[config.mk]
export PLATFORM = sky130hd
export DESIGN_NAME = ptr_release_mgr
export DESIGN_NICKNAME = d
export VERILOG_FILES = /design/src/rtl/ptr_release_mgr.sv
export SDC_FILE = /design/constraint.sdc
export NUM_CORES = 2
export LEC_CHECK = 0
export BUFFER_PORTS_ARGS = -buffer_cell sky130_fd_sc_hd__buf_2
export CAP_MARGIN = 20
export CORE_MARGIN = 8
export CORE_UTILIZATION = 30
export CTS_CLUSTER_DIAMETER = 150
export CTS_CLUSTER_SIZE = 28
export DETAILED_ROUTE_END_ITERATION = 12
export HOLD_SLACK_MARGIN = 0.08
export SLEW_MARGIN = 20
export SYNTH_ARGS = -nofsm -noshare
export SYNTH_HDL_FRONTEND = slang
export SYNTH_SLANG_ARGS = --single-unit
[constraint.sdc]
create_clock -name clk -period 50.8 [get_ports clk]
set_input_delay 12.7 -clock clk [delete_from_list [all_inputs] [get_ports clk]]
set_output_delay 12.7 -clock clk [all_outputs]
set_load 0.01 [all_outputs]
[src/rtl/ptr_release_mgr.sv]
// ptr_release_mgr: reference-count manager for shared packet-buffer pointers.
// Ports register a pointer with its fan-out count; output ports release it one
// at a time, and the pointer is handed back to the free queue when its count
// reaches zero. Optional build macro RELEASE_STATS_EN adds two 16-bit
// wrap-around activity counters (stat_freed, stat_releases).
module ptr_release_mgr #(
    parameter int PORTS = 4,
    parameter int PTR_W = 10,
    parameter int CNT_W = 4
) (
    input  logic                   clk,
    input  logic                   rstn,
    input  logic                   set_valid,
    input  logic [PTR_W-1:0]       set_ptr,
    input  logic [CNT_W-1:0]       set_cnt,
    output logic                   set_ready,
    input  logic [PORTS-1:0]       rel_req,
    input  logic [PORTS*PTR_W-1:0] rel_ptr,
    output logic [PORTS-1:0]       rel_ack,
    output logic                   fq_wr,
    output logic [15:0]            fq_ptr,
    output logic                   init_done,
    output logic                   err_underflow,
    output logic                   err_zero_set
`ifdef RELEASE_STATS_EN
    ,
    output logic [15:0]            stat_freed,
    output logic [15:0]            stat_releases
`endif
);

    localparam int IDX_W = $clog2(PORTS);
    localparam int DEPTH = 1 << PTR_W;

    typedef enum logic [1:0] {S_INIT, S_IDLE, S_RD, S_UPD} state_t;

    state_t            state, state_nxt;
    logic [CNT_W-1:0]  cnt_ram [DEPTH];
    logic [CNT_W-1:0]  rd_cnt;
    logic [PTR_W-1:0]  init_addr;
    logic [PTR_W-1:0]  lat_ptr;
    logic [IDX_W-1:0]  rr_pri;
    logic [IDX_W-1:0]  win_idx;
    logic              win_found;
    logic              ram_we;
    logic [PTR_W-1:0]  ram_waddr;
    logic [CNT_W-1:0]  ram_wdata;
    logic              free_fire;
    logic              underflow_hit;
    logic              grant_fire;
    logic              set_fire;
    logic [15:0]       fq_ptr_nxt;

    // Round-robin search starting at the current highest-priority port.
    always_comb begin
        int idx;
        // NOTE: every combinational output gets a default before any branch,
        // otherwise a path that skips the assignment infers a latch.
        idx       = 0;
        win_found = 1'b0;
        win_idx   = '0;
        for (int k = 0; k < PORTS; k++) begin
            idx = int'(rr_pri) + k;
            if (idx >= PORTS) idx = idx - PORTS;
            if (!win_found && rel_req[idx]) begin
                win_found = 1'b1;
                win_idx   = IDX_W'(idx);
            end
        end
    end

    // FSM state register.
    always_ff @(posedge clk or negedge rstn) begin
        // NOTE: sequential state uses non-blocking assignments so every
        // register samples pre-edge values regardless of statement order.
        if (!rstn) state <= S_INIT;
        else       state <= state_nxt;
    end

    // FSM next-state logic.
    always_comb begin
        state_nxt = state;
        case (state)
            S_INIT:  if (init_addr == {PTR_W{1'b1}}) state_nxt = S_IDLE;
            S_IDLE:  if (win_found) state_nxt = S_RD;
            S_RD:    state_nxt = S_UPD;
            S_UPD:   state_nxt = S_IDLE;
            default: state_nxt = S_INIT;
        endcase
    end

    // FSM outputs: set handshake and the single count-RAM write port.
    always_comb begin
        set_ready     = 1'b0;
        ram_we        = 1'b0;
        ram_waddr     = lat_ptr;
        ram_wdata     = '0;
        free_fire     = 1'b0;
        underflow_hit = 1'b0;
        case (state)
            S_INIT: begin
                ram_we    = 1'b1;
                ram_waddr = init_addr;
            end
            S_IDLE: begin
                set_ready = 1'b1;
                if (set_valid) begin
                    ram_we    = 1'b1;
                    ram_waddr = set_ptr;
                    ram_wdata = set_cnt;
                end
            end
            S_UPD: begin
                if (rd_cnt == '0) begin
                    underflow_hit = 1'b1;
                end else begin
                    ram_we    = 1'b1;
                    ram_wdata = rd_cnt - CNT_W'(1);
                    free_fire = (rd_cnt == CNT_W'(1));
                end
            end
            default: ;
        endcase
    end

    assign set_fire   = set_valid && set_ready;
    assign grant_fire = (state == S_IDLE) && win_found;

    // Zero-extend the latched pointer onto the 16-bit free-queue bus.
    always_comb begin
        fq_ptr_nxt              = '0;
        fq_ptr_nxt[PTR_W-1:0]   = lat_ptr;
    end

    // Count RAM: one write port, registered read of the latched pointer.
    always_ff @(posedge clk) begin
        // NOTE: the RAM has no reset; the INIT sweep clears it instead,
        // which keeps it mappable onto block memory.
        if (ram_we) cnt_ram[ram_waddr] <= ram_wdata;
        rd_cnt <= cnt_ram[lat_ptr];
    end

    // Control registers: init sweep, grant latch, RR priority, outputs, flags.
    always_ff @(posedge clk or negedge rstn) begin
        if (!rstn) begin
            init_addr     <= '0;
            lat_ptr       <= '0;
            rr_pri        <= '0;
            rel_ack       <= '0;
            fq_wr         <= 1'b0;
            fq_ptr        <= '0;
            init_done     <= 1'b0;
            err_underflow <= 1'b0;
            err_zero_set  <= 1'b0;
        end else begin
            if (state == S_INIT) init_addr <= init_addr + PTR_W'(1);
            if (state != S_INIT) init_done <= 1'b1;
            rel_ack <= '0;
            if (grant_fire) begin
                lat_ptr <= rel_ptr[win_idx*PTR_W +: PTR_W];
                rel_ack <= PORTS'(1) << win_idx;
                rr_pri  <= (win_idx == IDX_W'(PORTS-1)) ? '0 : win_idx + IDX_W'(1);
            end
            fq_wr <= free_fire;
            if (free_fire) fq_ptr <= fq_ptr_nxt;
            if (underflow_hit) err_underflow <= 1'b1;
            if (set_fire && set_cnt == '0) err_zero_set <= 1'b1;
        end
    end

`ifdef RELEASE_STATS_EN
    // Activity counters; both wrap naturally at 16 bits.
    always_ff @(posedge clk or negedge rstn) begin
        if (!rstn) begin
            stat_freed    <= '0;
            stat_releases <= '0;
        end else begin
            if (free_fire)  stat_freed    <= stat_freed + 16'd1;
            if (grant_fire) stat_releases <= stat_releases + 16'd1;
        end
    end
`endif

endmodule

==> impl_results.md <==
* Status: completed
* # H-tree levels at 4
* Max_slew headroom at 0.222
* Synth top area cells: edfxtp_1, mux4_2, nor2_1
* Req. time, crit path at 51370 ps
* # hold bufs at CTS at 0
* Number of flops mapped to enable cells by yosys at 4096
* Postcts setup bufs at 0
* Initial antenna violation count at 35
* Complex-gate fraction of the synthesized area at 0.0323
* Vias in the first global route at 84218
* Avg Cell Area, Syn at 19.8 µm²
* Worst R2R Setup Slack at 41850 ps
* CTS root buf: clkbuf_16
* Asr flop ratio synth at 0.0101
* Post-DP HPWL at 279000 µm
* Pre-antenna DRT Iters at 6
* Seq cells post-synth at 4142
* Pwr Density at 56.2 mW/mm²
* Main combinational cell family by area after synthesis: multiplexers
* Crit share post-route at 0.314
* Post-Synth Simple-Gate Area at 0.0363
* Clk_skew at 74.9 ps
* Mapped Cells at 8365
* DR WL/cell at 30.3 µm
* Final wirelength at 472000 µm
* Crit path arrival time at 16540 ps
* # DRC at 0
* Seq/Total Area, Yosys at 0.750
* Hold Crit Start: fq_ptr[9]
* Layout area overhead at 7.60%
* Top-count cell post-synth: edfxtp_1
* RSZ-0062 raised after global routing: false
* Adder-Cell Fraction of Synth Area at 0.000831
* Startpoint Class: input pin
* Cell variety after synth at 94
* Layout cells sized above 1 at 0.173
* Clock sinks at 4142
* I/O Pins at 86
* Worst flop-to-flop path startpoint: lat_ptr[0]
* GPL Wtd Cong at 0.832
* Main flop type after synthesis: edfxtp_1
* Synth Cell Area at 0.166 mm²
* Core box area at 0.551 mm²
* Final Max Slew Viols at 0
* Initial Util at 0.300
* Max IR drop VDD at 0.0711 mV
* Buf/Inv on CP at 5
* First-pass GRT wire length at 659000 µm
* Vias at 83704
* Final Util at 0.323
* Area leader, netlist: edfxtp_1
* # resized after CTS at 0
* Clk slew on worst S/H paths at 110 ps
* Endpoints failing hold at 0
* Clk Latency, worst-skew pair at 930 ps
* Final Setup Violations at 0
* Grt total ovfl at 0
* Ys Warns at 0
* Post-route ant nets at 0
* Number of CTS-inserted buffers at 174
* Net count, final at 8334
* Total power at 10.0 mW
* Die area at 0.576 mm²
* Die Y at 759 µm
* Die Wd at 759 µm
* Crit path from: set_valid
* Worst min-delay path class: reg -> reg
* Placement Rows at 273
* Leakage at 53.2 nW
* Total track usage at 0.158
* Fmax at 62.6 MHz
* Xor-xnor portion of the synthesized cell area at 0.000582
* Cell-by-cell trace of the critical path: buf_2 > and2_0 > nand2_1 > o21ai_4 > buf_4 > buf_12 > buf_16 > buf_6
* Crit Path Class: in -> reg
* PortBufs at 79
* Post-synth top area share at 0.743
* Largest net degree at the start of global routing at 234
* Max stage delay on crit path at 770 ps
* Top delay family on crit path: buffers and inverters
* CTS tree: done
* Setup TNS at 0 ps
* CP max stage cell: buf_4
* Mux cell area share after synthesis at 0.154
* Critical path endpoint category: flip-flop
* Iteration-0 DRC Markers at 11843
* Post-synth top cells: edfxtp_1, nor2_1, mux4_2
* Maxcap violations at 0
* CP max FO at 125
* Vias per inst at 5.36
* Max clock buf depth at 4
* Tmin final at 15970 ps
* Worst-margin pin slew at 1170 ps
## worst min-delay path, stage by stage, from the launching register on
cell     delay [ps]
dfrtp_1         360
nand2_1          50
nand2_1          50
## sequential cells by signal, indices dropped and copies added (netlist names)
| name | cells |
|---|---|
| init_addr | 10 |
| err_underflow | 1 |
| fq_ptr | 10 |
| rr_pri | 2 |
| err_zero_set | 1 |
| init_done | 1 |
| fq_wr | 1 |
| cnt_ram | 4096 |
| rel_ack | 4 |
| rd_cnt | 4 |
| lat_ptr | 10 |
| state | 2 |
## per-layer routing
metal,GRT usage,part of all wire,up-vias
met5,0,0.00026,-
met4,0.0651,0.047,18
met3,0.0310,0.095,754
met2,0.258,0.48,4662
met1,0.208,0.38,44546
li1,-,-,33724
## kinds of logic (layout without fill, tap and decap cells)
logic type	Yosys count	after routing
fa+ha+maj	11	11
simple gates	1481	1481
flops	4142	4142
buf+inv	619	556
mux	1349	1349
xor+xnor	11	11
compound gates	751	751
other cells	1	17
## final timing paths
kind | cells after the start | end
min | 2 | fq_ptr[9]
min in group asynchronous | 2 | fq_ptr[7]
max | 8 | cnt_ram[652][2]
max in group asynchronous | 2 | lat_ptr[1]
min reg2reg | 2 | fq_ptr[9]
max reg2reg | 14 | rd_cnt[2]
## power breakdown
part	internal (mW)	switching [mW]	total (mW)
clock	0.649	1.00	1.65
combinational	1.13	2.72	3.85
sequential	4.47	0.0442	4.51
total	6.24	3.77	10.0
## cell type report
cell class                 instances  area (µm²)
antenna                           11        27.5
clock buffer                     218        4630
clock inverter                     3        41.3
fill                           51950      373000
inverter                          17        73.8
multi-input combinational       3609       37600
sequential                      4142      124000
tap                             7287        9120
timing repair buffer             318        2570
## stage by stage
stage               std cells  worst slack, ps  hold WS (ps)  area, µm²
finish                  15605            34830           493     178000
floorplan                8370             2410           480     166000
global route            15596            34710           505     178000
CTS                     15585            34730           493     178000
detailed placement      15364            33720           469     173000
global placement        15361            33850           461     173000
## layout by cell type, fill, tap and decap left out, types with 8 or more instances in the layout
| master | Yosys | layout |
|---|---|---|
| nor2_1 | 1104 | 1093 |
| nand2_4 | 0 | 23 |
| nor2b_1 | 15 | 13 |
| edfxtp_1 | 4096 | 4096 |
| a22o_1 | 30 | 30 |
| nor2_2 | 0 | 9 |
| o21ai_0 | 91 | 86 |
| o221ai_1 | 151 | 151 |
| mux4_2 | 803 | 803 |
| buf_2 | 142 | 80 |
| mux2i_1 | 407 | 407 |
| a221o_1 | 9 | 9 |
| buf_4 | 37 | 206 |
| nand4_1 | 17 | 17 |
| nor3_1 | 53 | 51 |
| nand3_1 | 29 | 29 |
| xnor2_1 | 9 | 9 |
| o22ai_1 | 111 | 111 |
| a22oi_1 | 83 | 83 |
| a2111oi_0 | 9 | 8 |
| nand2_1 | 190 | 151 |
| buf_12 | 31 | 19 |
| nor4_1 | 15 | 13 |
| a21oi_1 | 128 | 127 |
| dfrtp_1 | 42 | 34 |
| a211oi_1 | 31 | 28 |
| mux2_2 | 25 | 25 |
| diode_2 | 0 | 11 |
| ha_1 | 11 | 11 |
| clkbuf_16 | 0 | 179 |
| nand2_8 | 0 | 9 |
| a221oi_1 | 43 | 43 |
| mux4_1 | 114 | 114 |
| clkbuf_1 | 230 | 39 |
| inv_1 | 15 | 13 |
(Power assumes the default switching activity.)
